`src/rtl/instr_decode_seq.sv`:
```
// Instruction fetch/decode sequencer for the register-file/ALU datapath.
// Fetches 16-bit words over a req/valid handshake. Each word is decoded and the
// datapath controls are then driven for exactly one execute cycle.
// Instruction word: [15:8] ALU opcode, [7:4] Rdest, [3:0] Rsrc or imm4.
// Ports:
//   clock, Reset      rising-edge clock, asynchronous active-low reset
//   run               level; 1 lets the sequencer fetch, 0 stops at the next instruction boundary
//   imem_req/addr     fetch request (held until imem_valid) and fetch address (= pc)
//   imem_valid/data   returned instruction word
//   reg_enable        one-hot register write enable, high only during EXEC
//   reg_a_sel/b_sel   A/B read-mux selects
//   alu_op, imm       ALU opcode and 4-bit immediate
//   flag_enable       flag register capture enable, high only during EXEC
//   pc                program counter
//   halted            sticky; an illegal opcode was seen
//   busy              high in FETCH, DECODE and EXEC
module instr_decode_seq #(
  parameter int unsigned PC_W = 8
) (
  input  logic            clock,
  input  logic            Reset,
  input  logic            run,
  output logic            imem_req,
  output logic [PC_W-1:0] imem_addr,
  input  logic            imem_valid,
  input  logic [15:0]     imem_data,
  output logic [15:0]     reg_enable,
  output logic [3:0]      reg_a_sel,
  output logic [3:0]      reg_b_sel,
  output logic [7:0]      alu_op,
  output logic [3:0]      imm,
  output logic            flag_enable,
  output logic [PC_W-1:0] pc,
  output logic            halted,
  output logic            busy
);

  localparam int unsigned IR_W   = 16;
  localparam int unsigned OP_W   = 8;
  localparam int unsigned SEL_W  = 4;
  localparam int unsigned NREG   = 16;

  localparam logic [OP_W-1:0] OP_CMP      = 8'h0A;
  localparam logic [OP_W-1:0] OP_CMPI     = 8'h0B;
  localparam logic [OP_W-1:0] OP_CMPU     = 8'h0C;
  localparam logic [OP_W-1:0] OP_NOP      = 8'h17;
  localparam logic [OP_W-1:0] OP_LAST     = 8'h17;
  localparam logic [OP_W-1:0] OP_FLAG_MAX = 8'h0C;

  typedef enum logic [2:0] {
    S_IDLE,
    S_FETCH,
    S_DECODE,
    S_EXEC,
    S_HALT
  } state_t;

  state_t           state_q, state_d;
  logic [IR_W-1:0]  ir_q, ir_d;
  logic [PC_W-1:0]  pc_d;
  logic             imem_req_d;
  logic [NREG-1:0]  reg_enable_d;
  logic [SEL_W-1:0] reg_a_sel_d, reg_b_sel_d, imm_d;
  logic [OP_W-1:0]  alu_op_d;
  logic             flag_enable_d, halted_d, busy_d;

  logic [OP_W-1:0]  ir_op_c;
  logic [SEL_W-1:0] ir_dst_c;
  logic             ir_writes_c;

  assign ir_op_c     = ir_q[15:8];
  assign ir_dst_c    = ir_q[7:4];
  // Compares and NOP only touch flags or nothing; no register write-back.
  assign ir_writes_c = !(ir_op_c inside {OP_CMP, OP_CMPI, OP_CMPU, OP_NOP});

  assign imem_addr = pc;

  // State and registered outputs.
  always_ff @(posedge clock or negedge Reset) begin
    if (!Reset) begin
      state_q     <= S_IDLE;
      ir_q        <= '0;
      pc          <= '0;
      imem_req    <= 1'b0;
      reg_enable  <= '0;
      reg_a_sel   <= '0;
      reg_b_sel   <= '0;
      alu_op      <= OP_NOP;
      imm         <= '0;
      flag_enable <= 1'b0;
      halted      <= 1'b0;
      busy        <= 1'b0;
    end else begin
      state_q     <= state_d;
      ir_q        <= ir_d;
      pc          <= pc_d;
      imem_req    <= imem_req_d;
      reg_enable  <= reg_enable_d;
      reg_a_sel   <= reg_a_sel_d;
      reg_b_sel   <= reg_b_sel_d;
      alu_op      <= alu_op_d;
      imm         <= imm_d;
      flag_enable <= flag_enable_d;
      halted      <= halted_d;
      busy        <= busy_d;
    end
  end

  // Next-state and next-output logic.
  always_comb begin
    state_d       = state_q;
    ir_d          = ir_q;
    pc_d          = pc;
    reg_a_sel_d   = reg_a_sel;
    reg_b_sel_d   = reg_b_sel;
    alu_op_d      = alu_op;
    imm_d         = imm;
    reg_enable_d  = '0;
    flag_enable_d = 1'b0;

    case (state_q)
      S_IDLE: begin
        if (run) state_d = S_FETCH;
      end

      S_FETCH: begin
        if (imem_valid) begin
          ir_d        = imem_data;
          // Controls are presented during DECODE so the read muxes and ALU
          // settle before the write-enable pulse in EXEC.
          alu_op_d    = imem_data[15:8];
          reg_a_sel_d = imem_data[7:4];
          reg_b_sel_d = imem_data[3:0];
          imm_d       = imem_data[3:0];
          state_d     = S_DECODE;
        end
      end

      S_DECODE: begin
        alu_op_d    = ir_q[15:8];
        reg_a_sel_d = ir_q[7:4];
        reg_b_sel_d = ir_q[3:0];
        imm_d       = ir_q[3:0];
        if (ir_op_c > OP_LAST) begin
          state_d = S_HALT;
        end else begin
          state_d       = S_EXEC;
          reg_enable_d  = ir_writes_c ? (NREG'(1) << ir_dst_c) : '0;
          flag_enable_d = (ir_op_c <= OP_FLAG_MAX);
        end
      end

      S_EXEC: begin
        pc_d    = pc + PC_W'(1);
        state_d = run ? S_FETCH : S_IDLE;
      end

      S_HALT: begin
        state_d = S_HALT;
      end

      default: begin
        state_d = S_IDLE;
      end
    endcase

    imem_req_d = (state_d == S_FETCH);
    busy_d     = (state_d == S_FETCH) || (state_d == S_DECODE) || (state_d == S_EXEC);
    halted_d   = (state_d == S_HALT);
  end

endmodule

```
`config.mk`:
```
export PLATFORM = sky130hd
export DESIGN_NAME = instr_decode_seq
export DESIGN_NICKNAME = d
export VERILOG_FILES = /design/src/rtl/instr_decode_seq.sv
export SDC_FILE = /design/constraint.sdc
export NUM_CORES = 1
export LEC_CHECK = 0
export CORE_ASPECT_RATIO = 0.6
export CORE_MARGIN = 3
export CORE_UTILIZATION = 43
export DETAILED_ROUTE_END_ITERATION = 12
export PLACE_DENSITY = 0.75
export SLEW_MARGIN = 20
export SYNTH_ARGS = -nofsm -noshare
export SYNTH_HDL_FRONTEND = slang
export SYNTH_SLANG_ARGS = --single-unit
```
`constraint.sdc`:
```
create_clock -name clock -period 1.5 [get_ports clock]
set_clock_uncertainty 0.1 [all_clocks]
set_input_delay 0.3 -clock clock [delete_from_list [all_inputs] [get_ports clock]]
set_output_delay 0.3 -clock clock [all_outputs]
set_load 0.01 [all_outputs]
```
==> metrics.cfg <==
[route]
dr_total_vias = 2229
wl_um = 7220
drt_iter0_drc = 141
drc = 0
drt-pass1-iter-count = 4
drt.antenna.violating_nets = 0
wl_per_cell_um = 17.1
avgViaCountPerCell = 5.27

[setup_path]
critPathKind = reg2reg
worstPathArrival_ns = 1.69
critPathCapture = reg_enable[14]
r2r-end = reg_enable[14]
endpoint_kind = register
worstPathRequired_ns = 1.64
critPathLaunch = ir_q[9]
r2r_cells = 4
cp-start-kind = register
reg2reg_setup_slack_ns = -0.05
critPathMaxFanout = 8
r2r_start = ir_q[9]

[timing]
final-max-slew-violation-count = 0
worst_pin_slew_ns = 0.435
rsz0062_at_grt = true
period_needed_ns = 1.55
maxSlewHeadroom = 0.710
clock.fmax_ghz = 0.644
finalHoldViolations = 0
setup_violations = 19
fin_hold_ws_ns = 0.377
fin_ws_ns = -0.0538
period_share = 1.04

[clocking]
htreeDepth = 3
cts_made_buffers = 9
cts_sinks = 63
clockBufferDepth = 2
cts_root_buffer = clkbuf_8
insertion_delay_ns = 0.34
cts_tree = built
clk_pin_slew_ns = 0.07

[placed_design]
place_congestion = 0.792
io_buffer_count = 75
hpwlAfterDp_um = 4530
place_area_mm2 = 0.00371
dpl.cell_count = 392

[grt]
grt_max_degree = 64
grt_util_met2 = 0.269
grtUsageMet3 = 0.0532
grt_pass1_vias = 2091
grt_first_pass_wirelength_um = 10600
grt.busiest_layer = met2
antenna_found_initial = 0
use_met1 = 0.255
grt.total_usage = 0.182
grt_overflow_total = 0

[die]
io_pins = 76
placementRows = 22
coreArea_mm2 = 0.00625
die_width_um = 111
fp.dieH_um = 68.8
die_area_mm2 = 0.00761
start_util = 0.452

[power]
switching_share = 0.378
p_sw_uw = 2910
internal-power_uw = 4790
total_power_uw = 7700
vdd_drop_max_mv = 0.752
power_density_mw_per_mm2 = 1840
power.share.sequential = 0.362
combPwrFrac = 0.448
leakage_uw = 0.00205
p_clk_frac = 0.190

[status]
failed_checks = negative setup slack
status = complete, but fails checks

[flow_run]
drv_cap = 0

[logic_synthesis]
ys_seq_area_frac = 0.560
avgSynthCellArea_um2 = 12.1
synth_edf_count = 0
synth_nets = 255
async_reset_ff_frac = 1.00
synth_seq_cells = 63
syn-cell-area_mm2 = 0.00283
synth_top_flop_cell = dfrtp_1
synthCells = 234
ys_warn_count = 0
synth.distinct_cells = 43

[cells_and_area]
syn_to_final_growth_pct = 48.0
final_cell_mix = dfrtp_1 (57), dlygate4sd2_1 (52), buf_4 (29)
drive_above_1_share = 0.295
final_common_cell = dfrtp_1
fin_area_mm2 = 0.00418
instances_no_fill = 423
num_antenna_cells = 0
postLayoutCoreUtil = 0.669
fill_cells = 470
layout.nets = 355

[worst_hold_path]
hold_class = in2async

==> worst min path at each step <==
stage                     slack (ns)             to          from
after floorplan                 -0.1      alu_op[3]         Reset
final                           0.38  reg_enable[0]         Reset
after detailed placement        0.24  reg_enable[0]         Reset
after global placement          0.23  reg_enable[0]         Reset
after global routing            0.40   imem_addr[7]  imem_addr[7]
after CTS                       0.38        ir_q[2]       ir_q[2]
==> area by class of cell <==
cell class | instances | area, um2 | share of cell area
multi-input cells | 142 | 1220 | 0.293
repair buffers | 116 | 1060 | 0.255
inverters | 2 | 7.51 | 0.00179
clock buffers | 10 | 138 | 0.0329
flip-flops and latches | 63 | 1580 | 0.379
clock inverters | 6 | 60.1 | 0.0144
well taps | 84 | 105 | 0.0251
==> synth_stat cells, types with 5 or more instances <==
library cell   n  area, um2
a21o_1        15        113
a221o_1       15        150
and2_1        15       93.8
buf_4         14        105
buf_6          6       67.6
dfrtp_1       59       1480
nand2_1       22       82.6
nand3_1        9       45.0
nor3_1         9       45.0
nor3_2        11        110
xnor2_1        5       43.8
==> power groups by stage <==
stage / Combinational [uW] / Clock (uW) / Sequential (uW)
2_1_floorplan: 1880 / 0 / 2740
3_3_place_gp: 3080 / 0 / 2790
3_5_place_dp: 3190 / 0 / 2810
4_1_cts: 3080 / 1490 / 2780
5_1_grt: 3720 / 1560 / 2860
6_report: 3450 / 1460 / 2790
==> sequential cells by signal (all words and copies together), names as in the netlist <==
signal       cells
alu_op           8
busy             1
flag_enable      1
halted           1
imem_addr        8
imem_req         1
imm              4
ir_q            16
reg_a_sel        4
reg_enable      16
state_q          3
==> routing by layer <==
layer  wire length [um]  vias to the layer above  share of wire
met5                  0                        -              0
met4                 93                        0          0.013
met3                562                        9          0.078
met2               3290                       98           0.46
met1               3280                     1093           0.45
li1                   -                     1029              -
==> repair_timing <==
| item | CTS | global route |
|---|---|---|
| endpoints found under the hold margin | 59 | 0 |
| endpoints found under the setup margin | 90 | 40 |
| pin swaps | 2 | 25 |
| resized for setup | 78 | 29 |
| gates cloned | 0 | 5 |
| buffers inserted | 6 | 3 |
| hold buffers | 1 | 0 |
==> logic make-up (layout without fill, tap and decap cells) <==
logic type	after synthesis	in the layout	share of synthesized area
flip-flops	63	63	0.560
buffers and inverters	30	134	0.0819
XOR/XNOR	8	8	0.0248
AND/OR/NAND/NOR	89	90	0.195
AO/OA/AOI/OAI	42	42	0.131
adder cells (fa/ha/maj)	1	1	0.00443
multiplexers	1	1	0.00354
==> worst max-delay path: stages (launching register included) <==
cell and delay, ns:
dfrtp_1 0.38, or2_4 0.29, o311ai_4 0.37, clkbuf_16 0.27, nor3_2 0.04
==> per-stage QoR <==
step | TNS [ns] | worst slack (ns)
finish | -0.592 | -0.0538
global route | -2.02 | -0.107
CTS | 0 | 0.00194
detailed placement | -13.03 | -0.453
global placement | -11.35 | -0.383
floorplan | -0.353 | -0.0406
No activity file was read; power rests on OpenSTA's default activity.
